===== src/rtl/mult_share_pkg.sv =====
// Shared types and defaults for the multiplier-sharing arbiter.
// The optional watchdog is enabled by MULT_SHARE_ARBITER_TIMEOUT_EN.
package mult_share_pkg;

   typedef enum logic [1:0] {
      IDLE  = 2'd0,
      ISSUE = 2'd1,
      WAIT  = 2'd2
   } state_t;

   localparam int N_REQ_DEF      = 4;
   localparam int W_DEF          = 8;
   localparam int ID_W_DEF       = 2;
   localparam int TIMEOUT_CYCLES = 15;
   localparam int WDOG_W         = 4;

endpackage


===== src/rtl/mult_share_arbiter_rr_pick.sv =====
// Combinational round-robin pick: first set req bit at or above ptr, wrapping.
module rr_pick #(
   parameter int N_REQ = 4,
   parameter int ID_W  = 2
) (
   input  logic [N_REQ-1:0] req,
   input  logic [ID_W-1:0]  ptr,
   output logic             found,
   output logic [ID_W-1:0]  winner,
   output logic [N_REQ-1:0] grant
);

   always_comb begin
      int idx;
      logic [ID_W-1:0] idx_l;
      found  = 1'b0;
      winner = '0;
      grant  = '0;
      idx    = 0;
      idx_l  = '0;
      // Walk farthest-first so the candidate closest to ptr overwrites last.
      for (int k = N_REQ - 1; k >= 0; k--) begin
         idx = int'(ptr) + k;
         if (idx >= N_REQ) idx = idx - N_REQ;
         idx_l = ID_W'(idx);
         if (req[idx_l]) begin
            found        = 1'b1;
            winner       = idx_l;
            grant        = '0;
            grant[idx_l] = 1'b1;
         end
      end
   end

endmodule


===== src/rtl/mult_share_arbiter.sv =====
// Round-robin sharing of one sequential signed multiplier among N_REQ clients.
// Define MULT_SHARE_ARBITER_TIMEOUT_EN to add a WAIT-state watchdog that flags res_err.
module mult_share_arbiter
   import mult_share_pkg::*;
#(
   parameter int N_REQ = N_REQ_DEF,
   parameter int W     = W_DEF,
   parameter int ID_W  = ID_W_DEF
) (
   input  logic               clk,
   input  logic               rst_n,
   input  logic [N_REQ-1:0]   req,
   input  logic [N_REQ*W-1:0] a_in,
   input  logic [N_REQ*W-1:0] b_in,
   output logic [N_REQ-1:0]   gnt,
   output logic               res_valid,
   output logic [ID_W-1:0]    res_id,
   output logic [2*W-1:0]     res_product,
   output logic               res_err,
   output logic               mul_start,
   output logic [W-1:0]       mul_a,
   output logic [W-1:0]       mul_b,
   input  logic [2*W-1:0]     mul_product,
   input  logic               mul_ready
);

   state_t                  state, state_d;
   logic [ID_W-1:0]         ptr, ptr_d, cur_id, cur_id_d, nxt_ptr;
   logic [N_REQ-1:0]        gnt_d;
   logic                    mul_start_d, res_valid_d;
   logic [W-1:0]            mul_a_d, mul_b_d;
   logic [ID_W-1:0]         res_id_d;
   logic [2*W-1:0]          res_product_d;
   logic [N_REQ-1:0][W-1:0] a_vec, b_vec;
   logic                    pick_found;
   logic [ID_W-1:0]         pick_id;
   logic [N_REQ-1:0]        pick_gnt;

   assign a_vec = a_in;
   assign b_vec = b_in;

   rr_pick #(.N_REQ(N_REQ), .ID_W(ID_W)) u_pick (
      .req    (req),
      .ptr    (ptr),
      .found  (pick_found),
      .winner (pick_id),
      .grant  (pick_gnt)
   );

   assign nxt_ptr = (cur_id == ID_W'(N_REQ - 1)) ? '0 : ID_W'(cur_id + 1'b1);

`ifdef MULT_SHARE_ARBITER_TIMEOUT_EN
   logic [WDOG_W-1:0] wdog, wdog_d;
   logic              res_err_q, res_err_d;
   assign res_err = res_err_q;
`else
   assign res_err = 1'b0;
`endif

   always_comb begin
      state_d       = state;
      ptr_d         = ptr;
      cur_id_d      = cur_id;
      gnt_d         = '0;
      mul_start_d   = 1'b0;
      mul_a_d       = mul_a;
      mul_b_d       = mul_b;
      res_valid_d   = 1'b0;
      res_id_d      = res_id;
      res_product_d = res_product;
`ifdef MULT_SHARE_ARBITER_TIMEOUT_EN
      wdog_d        = wdog;
      res_err_d     = 1'b0;
`endif
      unique case (state)
         IDLE: begin
            if (pick_found) begin
               mul_a_d     = a_vec[pick_id];
               mul_b_d     = b_vec[pick_id];
               cur_id_d    = pick_id;
               gnt_d       = pick_gnt;
               mul_start_d = 1'b1;
               state_d     = ISSUE;
            end
         end
         // mul_ready may still be high from the last operation here; never sample it.
         ISSUE: begin
            state_d = WAIT;
`ifdef MULT_SHARE_ARBITER_TIMEOUT_EN
            wdog_d  = '0;
`endif
         end
         WAIT: begin
            if (mul_ready) begin
               res_valid_d   = 1'b1;
               res_id_d      = cur_id;
               res_product_d = mul_product;
               ptr_d         = nxt_ptr;
               state_d       = IDLE;
            end
`ifdef MULT_SHARE_ARBITER_TIMEOUT_EN
            else if (wdog == WDOG_W'(TIMEOUT_CYCLES - 1)) begin
               res_valid_d   = 1'b1;
               res_err_d     = 1'b1;
               res_id_d      = cur_id;
               res_product_d = '0;
               ptr_d         = nxt_ptr;
               state_d       = IDLE;
            end else begin
               wdog_d = wdog + 1'b1;
            end
`endif
         end
         default: state_d = IDLE;
      endcase
   end

   always_ff @(posedge clk or negedge rst_n) begin
      if (!rst_n) begin
         state       <= IDLE;
         ptr         <= '0;
         cur_id      <= '0;
         gnt         <= '0;
         mul_start   <= 1'b0;
         mul_a       <= '0;
         mul_b       <= '0;
         res_valid   <= 1'b0;
         res_id      <= '0;
         res_product <= '0;
      end else begin
         state       <= state_d;
         ptr         <= ptr_d;
         cur_id      <= cur_id_d;
         gnt         <= gnt_d;
         mul_start   <= mul_start_d;
         mul_a       <= mul_a_d;
         mul_b       <= mul_b_d;
         res_valid   <= res_valid_d;
         res_id      <= res_id_d;
         res_product <= res_product_d;
      end
   end

`ifdef MULT_SHARE_ARBITER_TIMEOUT_EN
   always_ff @(posedge clk or negedge rst_n) begin
      if (!rst_n) begin
         wdog      <= '0;
         res_err_q <= 1'b0;
      end else begin
         wdog      <= wdog_d;
         res_err_q <= res_err_d;
      end
   end
`endif

endmodule


===== config.mk =====
export PLATFORM = sky130hd
export DESIGN_NAME = mult_share_arbiter
export DESIGN_NICKNAME = d
export VERILOG_FILES = /design/src/rtl/mult_share_pkg.sv /design/src/rtl/mult_share_arbiter_rr_pick.sv /design/src/rtl/mult_share_arbiter.sv
export SDC_FILE = /design/constraint.sdc
export NUM_CORES = 1
export LEC_CHECK = 0
export ABC_AREA = 1
export ABC_CLOCK_PERIOD_IN_PS = 2750
export CORE_ASPECT_RATIO = 1.5
export CORE_UTILIZATION = 40
export DETAILED_ROUTE_END_ITERATION = 10
export PLACE_DENSITY = 0.78
export SYNTH_ARGS = -nofsm -noshare
export SYNTH_HDL_FRONTEND = slang
export SYNTH_SLANG_ARGS = --single-unit

===== constraint.sdc =====
create_clock -name clk -period 2.75 [get_ports clk]
set_input_delay 0.6875 -clock clk [delete_from_list [all_inputs] [get_ports clk]]
set_output_delay 0.6875 -clock clk [all_outputs]
set_load 0.02 [all_outputs]

# --- Word level (Yosys, flattened, before mapping) ---
# Cells that the tools add are included.
classes:
  n_addsub: 8
  magnitude_cmp: 13
  eq_ne: 5
  muxes: 46
  reduce_logical: 8
ops:
  columns: ["cell", "count"]
  rows:
  - ["8-bit binary-select mux with 2-bit select", 2]
  - ["4-bit two-way mux", 6]
  - ["2-bit two-way mux", 11]
  - ["1-bit two-way mux", 16]
  - ["8-bit two-way mux", 2]
  - ["2-bit by 3-bit less-than comparator with 1-bit output, second input constant", 5]
  - ["3-bit greater-or-equal comparator, second input constant", 3]
  - ["1-bit binary-select mux with 2-bit select", 4]
  - ["1-bit demux with 2-bit select", 4]
  - ["2-bit by 1-bit greater-or-equal comparator with 1-bit output, second input constant", 4]
  - ["2-bit by 1-bit subtractor with 2-bit output, second input constant", 4]
  - ["2-bit by 2-bit adder with 3-bit output, second input constant", 2]
  - ["2-bit case mux with 3 select lines", 1]
  - ["2-bit AND reduction", 3]
  - ["2-bit equality test, second input constant", 2]
  - ["1-bit logical AND", 4]
  - ["2-bit inequality test, second input constant", 2]
  - ["2-bit by 1-bit adder with 3-bit output, second input constant", 1]
  - ["2-bit by 3-bit greater-or-equal comparator with 1-bit output, second input constant", 1]
  - ["2-bit by 1-bit adder with 2-bit output, second input constant", 1]
  - ["2-bit by 1-bit equality test with 1-bit output, second input constant", 1]
  - ["2-bit zero test", 1]
totals:
  register_bits: 46
  out_inout_bits: 41
  elab_cells: 90

# --- Logic depth before layout (Yosys ltp) ---
# Gate-level depths: netlist (run 1).
depth:
  word_depth: 13
  mapped_depth: 16

# --- Cells and area by module ---
# From an unflattened synthesis (run 1), not the netlist that was laid out.
unflattened:
  hier_cells: 434
  area_unflattened_um2: 2939.1
modules_own_cells:
  columns: ["mod", "instances", "cells_each", "area_per_inst_um2", "seq_area_each_um2"]
  rows:
  - ["mult_share_arbiter", 1, 347, 2433.6, 1151.1]
  - ["rr_pick", 1, 87, 505.5, 0.0]

# --- Worst setup path before layout (run 1) ---
# OpenSTA, ideal clock, no wires.
synth_path:
  path_type: "flip-flop to flip-flop"
  start: "register ptr[0]"
  end: "register mul_b[1]"
  setup_ps: 116
  t_arrival_ps: 1948
  required_ps: 2634
  slack_ps: 686
  stages_incl_launch_ff: 16
  path_buffers: 1
  cell_sequence: "dfrtp_1 inv_1 ha_1 inv_1 nand3_2 nand2_2 inv_4 nand2_4 nand2_4 nand2_4 buf_2 nand3_1 nand3_1 nand2_1 nand2_1 nand2_1"
synth_between:
  elab_chain_len: 11
  elab_cells_between_ends: 34
synth_lines:
  columns: ["item", "line", "source"]
  rows:
  - ["start, declared", "mult_share_arbiter.sv:28", "logic [ID_W-1:0] ptr, ptr_d, cur_id, cur_id_d, nxt_ptr;"]
  - ["start signal, assigned", "mult_share_arbiter.sv:132", "ptr <= ptr_d;"]
  - ["2-bit by 2-bit adder with 3-bit output", "mult_share_arbiter_rr_pick.sv:23", "idx = int'(ptr) + k;"]
  - ["3-bit greater-or-equal comparator / 2-bit by 1-bit subtractor with 2-bit output (equally long branches)", "mult_share_arbiter_rr_pick.sv:24", "if (idx >= N_REQ) idx = idx - N_REQ;"]
  - ["2-bit two-way mux", "mult_share_arbiter_rr_pick.sv:24", null]
  - ["1-bit binary-select mux with 2-bit select", "mult_share_arbiter_rr_pick.sv:26", "if (req[idx_l]) begin"]
  - ["1-bit two-way mux (not written as such)", "mult_share_arbiter_rr_pick.sv:26", null]
  - ["2-bit two-way mux (4 in series)", "mult_share_arbiter_rr_pick.sv:26", null]
  - ["8-bit binary-select mux with 2-bit select", "mult_share_arbiter.sv:79", "mul_b_d = b_vec[pick_id];"]
  - ["8-bit two-way mux (not written as such)", "mult_share_arbiter.sv:79", null]
  - ["end signal, assigned", "mult_share_arbiter.sv:137", "mul_b <= mul_b_d;"]
  - ["end, declared", "mult_share_arbiter.sv:22", "output logic [W-1:0] mul_b,"]
# Several ways; a longest one is shown, not always the timed one. The select of a mux whose other input is x is not followed.
# A chain may end at the register's enable or synchronous reset.

# --- Worst setup path after layout (run 1) ---
layout_path:
  start: "input req[2]"
  end: "register mul_a[6]"
layout_between:
  elab_chain_len: 8
  elab_cells_between_ends: 19
layout_lines:
  columns: ["item", "line", "source"]
  rows:
  - ["start, declared", "mult_share_arbiter.sv:12", "input logic [N_REQ-1:0] req,"]
  - ["1-bit binary-select mux with 2-bit select", "mult_share_arbiter_rr_pick.sv:26", null]
  - ["1-bit two-way mux (not written as such)", "mult_share_arbiter_rr_pick.sv:26", null]
  - ["2-bit two-way mux (4 in series)", "mult_share_arbiter_rr_pick.sv:26", null]
  - ["8-bit binary-select mux with 2-bit select", "mult_share_arbiter.sv:78", "mul_a_d = a_vec[pick_id];"]
  - ["8-bit two-way mux (not written as such)", "mult_share_arbiter.sv:78", null]
  - ["end signal, assigned", "mult_share_arbiter.sv:136", "mul_a <= mul_a_d;"]
  - ["end, declared", "mult_share_arbiter.sv:21", "output logic [W-1:0] mul_a,"]
# Several ways; a longest one is shown, not always the timed one. The select of a mux whose other input is x is not followed.

==> results of run 1 <==
==> layer usage <==
layer  up-vias  track usage, %  wire length (microns)
met4         0            7.83                    147
met1      1343            21.9                   3020
li1       1587               -                      -
met2       118            36.5                   3860
met5         -               0                      0
met3        13            3.70                    435
==> sequential cells by signal, indices dropped and copies added (netlist names) <==
name         flops
res_product     16
mul_a            8
mul_b            8
gnt              4
cur_id           2
ptr              2
res_id           2
state            2
mul_start        1
res_valid        1
==> worst paths after layout <==
path | cells after the start | slack, ns | end | from
worst max-delay path | 14 | 0.41 | mul_a[6] | req[2]
worst min-delay path | 2 | 0.47 | res_product[3] | res_product[3]
worst max register to register | 15 | 0.46 | mul_a[1] | ptr[1]
worst min register to register | 2 | 0.47 | res_product[3] | res_product[3]
max in group asynchronous | 1 | 1.62 | res_valid | rst_n
min in group asynchronous | 1 | 0.55 | res_product[13] | rst_n
==> layout make-up <==
class                           count  area share (%)
Timing Repair Buffer              134            29.8
Sequential cell                    46            25.8
Inverter                           81            6.93
Clock buffer                        5            1.54
Clock inverter                      3           0.477
Tap cell                          100            2.81
Multi-Input combinational cell    298            32.6
==> stage by stage <==
step | hold WS, ns | total power [mW]
floorplan | 0.392 | 3.91
global placement | 0.453 | 4.80
detailed placement | 0.458 | 4.89
CTS | 0.477 | 5.30
global route | 0.501 | 5.83
finish | 0.473 | 5.26
==> cell families (layout without fill, tap and decap cells) <==
logic type	count (synthesis)	after routing
AND/OR/NAND/NOR	264	264
buffers and inverters	101	223
flip-flops	46	46
AO/OA/AOI/OAI	24	24
adder cells (fa/ha/maj)	9	9
other	1	1
==> synth_stat cells, drive strengths merged <==
cell type    n  area [sq um]
buf         17           149
clkinv       1          3.75
nand2      183           764
o22ai        1          6.26
o21ai       10          65.1
nor2         8          32.5
ha           9           113
a21oi        9          45.0
a31oi        1          6.26
clkbuf       3          11.3
o211ai       2          15.0
nand3       71           378
nand3b       1          7.51
nor3         1          5.00
conb         1          3.75
o21bai       1          7.51
dfrtp       46          1150
inv         80           305
==> power by group <==
| part | leakage, nW | internal [mW] | switching, mW |
|---|---|---|---|
| clock network | 0.0441 | 0.178 | 0.217 |
| logic | 1.76 | 1.46 | 2.25 |
| registers | 0.574 | 0.999 | 0.163 |
| total | 2.38 | 2.63 | 2.63 |
==> layout by cell type (no fill, tap or decap) <==
master	netlist	routed
a21oi_1	9	9
a31oi_1	1	1
buf_12	0	1
buf_2	2	1
buf_4	8	7
clkbuf_8	0	5
clkdlybuf4s50_1	0	125
clkinv_1	1	1
clkinv_2	0	1
clkinv_4	0	1
clkinvlp_4	0	1
conb_1	1	1
dfrtp_1	46	46
ha_1	9	9
inv_1	77	77
inv_2	1	1
inv_4	2	2
nand2_1	166	166
nand2_2	10	10
nand2_4	7	7
nand3_1	68	68
nand3_2	2	2
nand3_4	1	1
nand3b_1	1	1
nor2_1	7	7
nor2_2	1	1
nor3_2	0	1
o211ai_1	2	2
o21ai_0	6	6
o21ai_1	2	2
o21ai_2	1	1
o21ai_4	1	1
o21bai_1	1	1
o22ai_1	1	1
==> worst register-to-register path, cell delays in order, from the launching register on <==
cell and delay, ns:
dfrtp_1 0.38, inv_1 0.20, ha_1 0.32, inv_1 0.10, nand3_2 0.10, nand2_2 0.13, inv_4 0.07, nand2_4 0.08
nand2_4 0.05, nand2_4 0.06, buf_4 0.30, nand3_1 0.14, nand3_1 0.11, nand2_1 0.06, nand2_1 0.06, nand2_1 0.04
==> out/qor.yml, run 1 <==
std_cell_rows: 38
period_share_pct: 85.1
skew_ns: 0.00527
wl_per_cell_microns: 11.2
synth_nets: 541
power_leakage_nw: 2.38
ant_nets: 0
yosys-mux-area-fraction_pct: 0
htree_levels: 2
fin_util_pct: 60.9
netlist_area_sq_um: 3070
postSynthAreaPerCell_sq_um: 6.90
io-pin-count: 128
synth_xor_area_share_pct: 0
clock-sinks: 46
synth_compound_area_share_pct: 4.73
yosysWarnings: 0
vdd_ir_drop_max_mv: 0.589
grt.overflow.total: 0
max-cap-violations: 0
gp_congestion: 0.878
post_cts_resized: 0
arrival_ns: 2.53
grt_pass1_vias: 2942
root_buffer: "clkbuf_8"
slew_headroom_pct: 35.8
hold_class: "flop to flop"
vias: 3061
tightestPinTransition_ns: 0.963
io_buffers: 126
setup-violations-final: 0
tritoncts: "built"
dp_slack_ns: 0.115
cts_made_buffers: 5
finalHoldViolations: 0
critical_path_buf_inv_count: 2
cpPeakStageDelay_ns: 0.48
regArea_sq_um: 1150
yosysUniqueCellTypes: 30
critPathSlowestCell: "clkdlybuf4s50_1"
status: "finished, final reports clean"
dp.cells: 659
synth_top_family_by_area: "simple AND/OR/NAND/NOR gates"
firstDrtPassIters: 4
synth-adder-area-share_pct: 3.67
die-area_sq_um: 8030
max_freq_ghz: 0.427
postCtsSetupBuffers: 0
seq_area_frac_synth_pct: 37.5
dpl_cell_area_sq_um: 4370
hold_buffers: 0
clockBufferDepth: 2
crit_family: "simple AND/OR/NAND/NOR gates"
multiInputGateArea_sq_um: 1450
fill_cells: 700
final_area_sq_um: 4460
endpoint_kind: "flop"
setup_ws_ns: 0.410
drv_slew: 0
rsz0062_at_grt: "false"
via_per_inst: 4.59
areaGrowthSynthToFinish_pct: 45.3
worst-endpoint-required_ns: 2.94
crit_path_cell_trace: "clkdlybuf4s50_1, inv_1, o21ai_1, nand2_1, nand2_4, nand2_4, nand2_4, nand2_4, nand2_4, nand2_1, nand3_1, nand2_1, nand2_1, nand2_1"
fin_crit_ns: 2.34
core-area_sq_um: 7320
clk_latency_ns: 0.29
grt_pass1_wl_microns: 12500
initial_core_util_pct: 41.9
wirelength_microns: 7470
antenna_found_initial: 0
layout-drive-gt1-share_pct: 7.76
grt_max_degree: 47
fin_cells: 667
critPathLaunchType: "primary input"
track_usage_pct: 19.8
nets: 662
clkTransAtPathRegs_ns: 0.08
synthSimpleGateAreaFrac_pct: 38.7
crit_fanout: 32
drc: 0
synth-seq-cells: 46
diodes: 0
path_class: "primary input to flop"
die_h_microns: 109
setup_tns_ns: 0
drt_iter0_markers: 157
netlist_instances: 445
dp_hpwl_microns: 5880
powerDensity_nw_per_um2: 1180
die_width_microns: 73.5
Power figures use the tool's default switching activity.
==> inputs of run 2 (changes only) <==
--- a/config.mk
+++ b/config.mk
@@ -8,9 +8,10 @@
 export ABC_AREA = 1
 export ABC_CLOCK_PERIOD_IN_PS = 2750
 export CORE_ASPECT_RATIO = 1.5
-export CORE_UTILIZATION = 40
+export CORE_UTILIZATION = 45
+export CTS_BUF_LIST = sky130_fd_sc_hd__clkbuf_4 sky130_fd_sc_hd__clkbuf_8
 export DETAILED_ROUTE_END_ITERATION = 10
-export PLACE_DENSITY = 0.78
+export PLACE_DENSITY = 0.94
 export SYNTH_ARGS = -nofsm -noshare
 export SYNTH_HDL_FRONTEND = slang
 export SYNTH_SLANG_ARGS = --single-unit
==> out/qor.yml, run 2 (synthesized netlist as in run 1, its figures left out) <==
post_cts_resized: 0
cpPeakStageDelay_ns: 0.49
clk_latency_ns: 0.30
die_h_microns: 103
die_width_microns: 69.4
core-area_sq_um: 6530
critPathLaunchType: "flop"
clockBufferDepth: 2
track_usage_pct: 23.1
fin_crit_ns: 2.51
crit_family: "simple AND/OR/NAND/NOR gates"
cts_made_buffers: 5
vdd_ir_drop_max_mv: 0.660
crit_path_cell_trace: "inv_1, ha_1, inv_1, nand3_2, nand2_2, inv_4, nand2_4, nand2_4, nand2_4, buf_4, nand3_1, nand3_1, nand2_1, nand2_1, nand2_1"
diodes: 0
setup.worst_path.start: "ptr[1]"
skew_ns: 0.00928
dp_slack_ns: 0.0579
setup-violations-final: 0
crit_end: "mul_a[2]"
max_freq_ghz: 0.398
cp_num_cells: 15
ant_nets: 0
fin_cells: 642
drt_iter0_markers: 232
die-area_sq_um: 7160
mostFrequentLayoutCell: "nand2_1"
r2r_end: "mul_a[2]"
drc: 0
io_buffers: 126
tritoncts: "built"
grt.overflow.total: 0
arrival_ns: 2.71
rsz0062_at_grt: "false"
clock-sinks: 46
vias: 3209
dp_hpwl_microns: 6510
power_leakage_nw: 2.38
status: "finished, final reports clean"
crit_fanout: 25
layout-drive-gt1-share_pct: 7.77
initial_core_util_pct: 47.0
finalHoldViolations: 0
max-cap-violations: 0
nets: 661
endpoint_kind: "flop"
largestRegisters: "res_product: 16 flops, mul_a: 8 flops, mul_b: 8 flops"
period_share_pct: 91.4
wl_per_cell_microns: 12.9
slew_headroom_pct: 35.4
critPathSlowestCell: "dfrtp_2"
grt_max_degree: 47
wirelength_microns: 8260
via_per_inst: 5.00
drv_slew: 0
firstDrtPassIters: 5
powerDensity_nw_per_um2: 1210
postCtsSetupBuffers: 0
setup_ws_ns: 0.237
antenna_found_initial: 0
root_buffer: "clkbuf_8"
grt_pass1_wl_microns: 13400
fill_cells: 556
io-pin-count: 128
r2r_setup_slack_ns: 0.24
largest-register: "res_product"
ff2ff_path_depth: 15
worst-endpoint-required_ns: 2.95
tightestPinTransition_ns: 0.970
final_cell_mix: "166 x nand2_1, 125 x clkdlybuf4s50_1, 77 x inv_1"
hold_class: "flop to flop"
hold_buffers: 0
dp.cells: 634
rr_startpoint: "ptr[1]"
path_class: "flop to flop"
setup_tns_ns: 0
largest_reg_flops: 16
std_cell_rows: 36
areaGrowthSynthToFinish_pct: 44.4
critical_path_buf_inv_count: 4
grt_pass1_vias: 3112
clkTransAtPathRegs_ns: 0.09
htree_levels: 2
gp_congestion: 0.876
-- run 2: changes by cell type in the layout (fill, tap and decap cells not counted) --
cell,change
dfrtp_2,+1
buf_4,-1
nand2_4,-1
nand2_8,+1
dfrtp_1,-1
-- run 2: worst min path at each step --
stage / start / endpoint / slack [ns] / depth (start not counted)
global placement: res_product[7] / res_product[7] / 0.45 / 2
detailed placement: res_product[6] / res_product[6] / 0.46 / 2
CTS: res_product[13] / res_product[13] / 0.48 / 2
floorplan: rst_n / cur_id[0] / 0.39 / 0
finish: res_product[6] / res_product[6] / 0.48 / 2
global route: res_product[7] / res_product[7] / 0.50 / 2
-- run 2: tightest hold or removal path, stage by stage, from the launching register on --
cell and delay, ns:
dfrtp_1 0.35, nand2_1 0.05, nand2_1 0.05
-- run 2: area by class of cell --
class / instances / area, sq um / area share [%]
timing repair buffer: 133 / 1320 / 29.8
tap: 76 / 95.1 / 2.15
inverter: 81 / 309 / 6.98
multi-input combinational: 298 / 1460 / 33.0
clock buffer: 5 / 68.8 / 1.55
clock inverter: 3 / 21.3 / 0.480
sequential: 46 / 1150 / 26.0
-- run 2: routing by layer --
layer | routed length (microns) | global-route usage (%) | up-vias
met5 | 0 | 0 | -
met4 | 363 | 12.9 | 0
met3 | 437 | 3.91 | 33
met2 | 4400 | 42.6 | 138
met1 | 3060 | 25.3 | 1457
li1 | - | - | 1581
-- run 2: report_power, final --
| group | leakage, nW | internal [mW] | total [mW] | switching [mW] |
|---|---|---|---|---|
| sequential | 0.573 | 1.00 | 1.18 | 0.182 |
| combinational | 1.76 | 1.46 | 3.77 | 2.30 |
| clock | 0.0441 | 0.178 | 0.403 | 0.225 |
-- run 2: through the flow --
| step | hold slack, ns | utilization [%] | total power, mW | area, sq um |
|---|---|---|---|---|
| final | 0.475 | 67.8 | 5.35 | 4430 |
| after global routing | 0.502 | 67.8 | 5.84 | 4430 |
| after CTS | 0.480 | 67.7 | 5.32 | 4420 |
| after detailed placement | 0.463 | 66.3 | 4.90 | 4330 |
| after global placement | 0.453 | 66.3 | 4.74 | 4330 |
| after floorplan | 0.392 | - | 3.91 | 3070 |
==> inputs of run 3 (changes only) <==
--- a/config.mk
+++ b/config.mk
@@ -8,10 +8,12 @@
 export ABC_AREA = 1
 export ABC_CLOCK_PERIOD_IN_PS = 2750
 export CORE_ASPECT_RATIO = 1.5
-export CORE_UTILIZATION = 45
+export CORE_UTILIZATION = 35
 export CTS_BUF_LIST = sky130_fd_sc_hd__clkbuf_4 sky130_fd_sc_hd__clkbuf_8
 export DETAILED_ROUTE_END_ITERATION = 10
-export PLACE_DENSITY = 0.94
+export PLACE_DENSITY = 0.78
+export REMOVE_ABC_BUFFERS = 1
+export SLEW_MARGIN = 20
 export SYNTH_ARGS = -nofsm -noshare
 export SYNTH_HDL_FRONTEND = slang
 export SYNTH_SLANG_ARGS = --single-unit
==> out/qor.yml, run 3 (synthesized netlist as in run 1, its figures left out) <==
clock-sinks: 46
vdd_ir_drop_max_mv: 0.532
mostFrequentLayoutCell: "nand2_1"
ant_nets: 0
hold_class: "primary input to asynchronous set/reset pin"
max-cap-violations: 0
r2r_setup_slack_ns: 0.31
setup_tns_ns: 0
largestRegisters: "res_product: 16 flops, mul_a: 8 flops, mul_b: 8 flops"
fin_crit_ns: 2.49
dpl_cell_area_sq_um: 4410
clkTransAtPathRegs_ns: 0.09
critPathSlowestCell: "clkdlybuf4s50_1"
wirelength_microns: 8210
clk_latency_ns: 0.30
power_leakage_nw: 2.42
post_cts_resized: 0
firstDrtPassIters: 6
skew_ns: 0.00799
crit_fanout: 32
period_share_pct: 90.4
dp.cells: 671
drt_iter0_markers: 135
crit_path_cell_trace: "clkdlybuf4s50_1, inv_1, o21ai_1, nand2_1, nand2_2, inv_4, nand3_4, nand2_4, nand2_1, nand3_1, nand2_1, nand2_1, nand2_1"
status: "finished, final reports clean"
worst-endpoint-required_ns: 2.99
clockBufferDepth: 2
die_h_microns: 117
endpoint_kind: "flop"
final_area_sq_um: 4530
setup-violations-final: 0
initial_core_util_pct: 36.3
cts_made_buffers: 5
finalHoldViolations: 0
die_width_microns: 78.5
largest-register: "res_product"
fill_cells: 805
track_usage_pct: 18.7
vias: 3147
io_buffers: 126
path_class: "primary input to flop"
powerDensity_nw_per_um2: 1210
setup_ws_ns: 0.264
via_per_inst: 4.63
largest_reg_flops: 16
drc: 0
postCtsSetupBuffers: 0
areaGrowthSynthToFinish_pct: 47.5
cpMostUsedCell: "nand2_1"
rsz0062_at_grt: "false"
tritoncts: "built"
wl_per_cell_microns: 12.1
grt_max_degree: 34
dp_hpwl_microns: 6350
p_switching_mw: 2.70
htree_levels: 2
std_cell_rows: 41
core-area_sq_um: 8460
grt_pass1_wl_microns: 13600
critPathLaunchType: "primary input"
diodes: 0
layout-drive-gt1-share_pct: 8.57
critical_path_buf_inv_count: 3
intPower_mw: 2.77
root_buffer: "clkbuf_8"
p_clk_share_pct: 9.2
antenna_found_initial: 0
final_cell_mix: "166 x nand2_1, 125 x clkdlybuf4s50_1, 77 x inv_1"
comb_power_share_pct: 69.4
arrival_ns: 2.73
fin_cells: 679
drv_slew: 0
hold_buffers: 0
nets: 667
dp_slack_ns: -0.0529
die-area_sq_um: 9160
seq_power_share_pct: 21.4
switching_share_pct: 49.4
io-pin-count: 128
gp_congestion: 0.845
crit_family: "simple AND/OR/NAND/NOR gates"
max_freq_ghz: 0.402
grt_pass1_vias: 3093
grt.overflow.total: 0
cpPeakStageDelay_ns: 0.50
run 3: changes by cell type in the layout (fill, tap and decap cells not counted):
cell / delta
buf_4: +6
bufinv_16: +1
clkinv_4: -1
clkinvlp_4: -1
dfrtp_1: +1
dfrtp_2: -1
inv_6: +1
nand2_4: +1
nand2_8: -1
run 3: cell type report:
cell class,count,area [sq um],share of cell area (%)
repair buffers,139,1370,30.2
well taps,107,134,2.96
multi-input cells,298,1450,32.1
inverters,81,309,6.83
clock inverters,3,43.8,0.967
clock buffers,5,68.8,1.52
flip-flops and latches,46,1150,25.4
run 3: power groups by stage:
stage / sequential (mW) / combinational [mW] / clock, mW
finish: 1.17 / 3.79 / 0.503
global route: 1.21 / 4.23 / 0.547
CTS: 1.17 / 3.81 / 0.521
detailed placement: 1.18 / 3.80 / 0
global placement: 1.17 / 3.71 / 0
floorplan: 1.52 / 2.06 / 0
run 3: layer usage:
| metal | global-route usage, % | part of all wire [%] | wire (microns) | vias to the layer above |
|---|---|---|---|---|
| li1 | - | - | - | 1594 |
| met1 | 20.0 | 39 | 3160 | 1414 |
| met5 | 0 | 0 | 0 | - |
| met3 | 2.50 | 4.9 | 402 | 11 |
| met2 | 37.2 | 55 | 4500 | 128 |
| met4 | 6.17 | 1.8 | 146 | 0 |
run 3: path summary, 6_finish.rpt:
path,start,cells after the start,endpoint
worst min-delay path,rst_n,1,state[0]
worst max register to register,ptr[0],14,mul_b[1]
worst min register to register,state[1],1,state[1]
worst max-delay path,req[2],13,mul_b[1]
min in group clk,state[1],1,state[1]
max in group asynchronous,rst_n,2,res_product[10]
run 3: per-stage QoR:
stage / hold WS, ns / utilization [%] / power, mW
2_1_floorplan: 0.392 / - / 3.58
3_3_place_gp: 0.454 / 52.2 / 4.89
3_5_place_dp: 0.460 / 52.2 / 4.98
4_1_cts: 0.274 / 53.5 / 5.51
5_1_grt: 0.283 / 53.5 / 5.98
6_report: 0.270 / 53.5 / 5.47
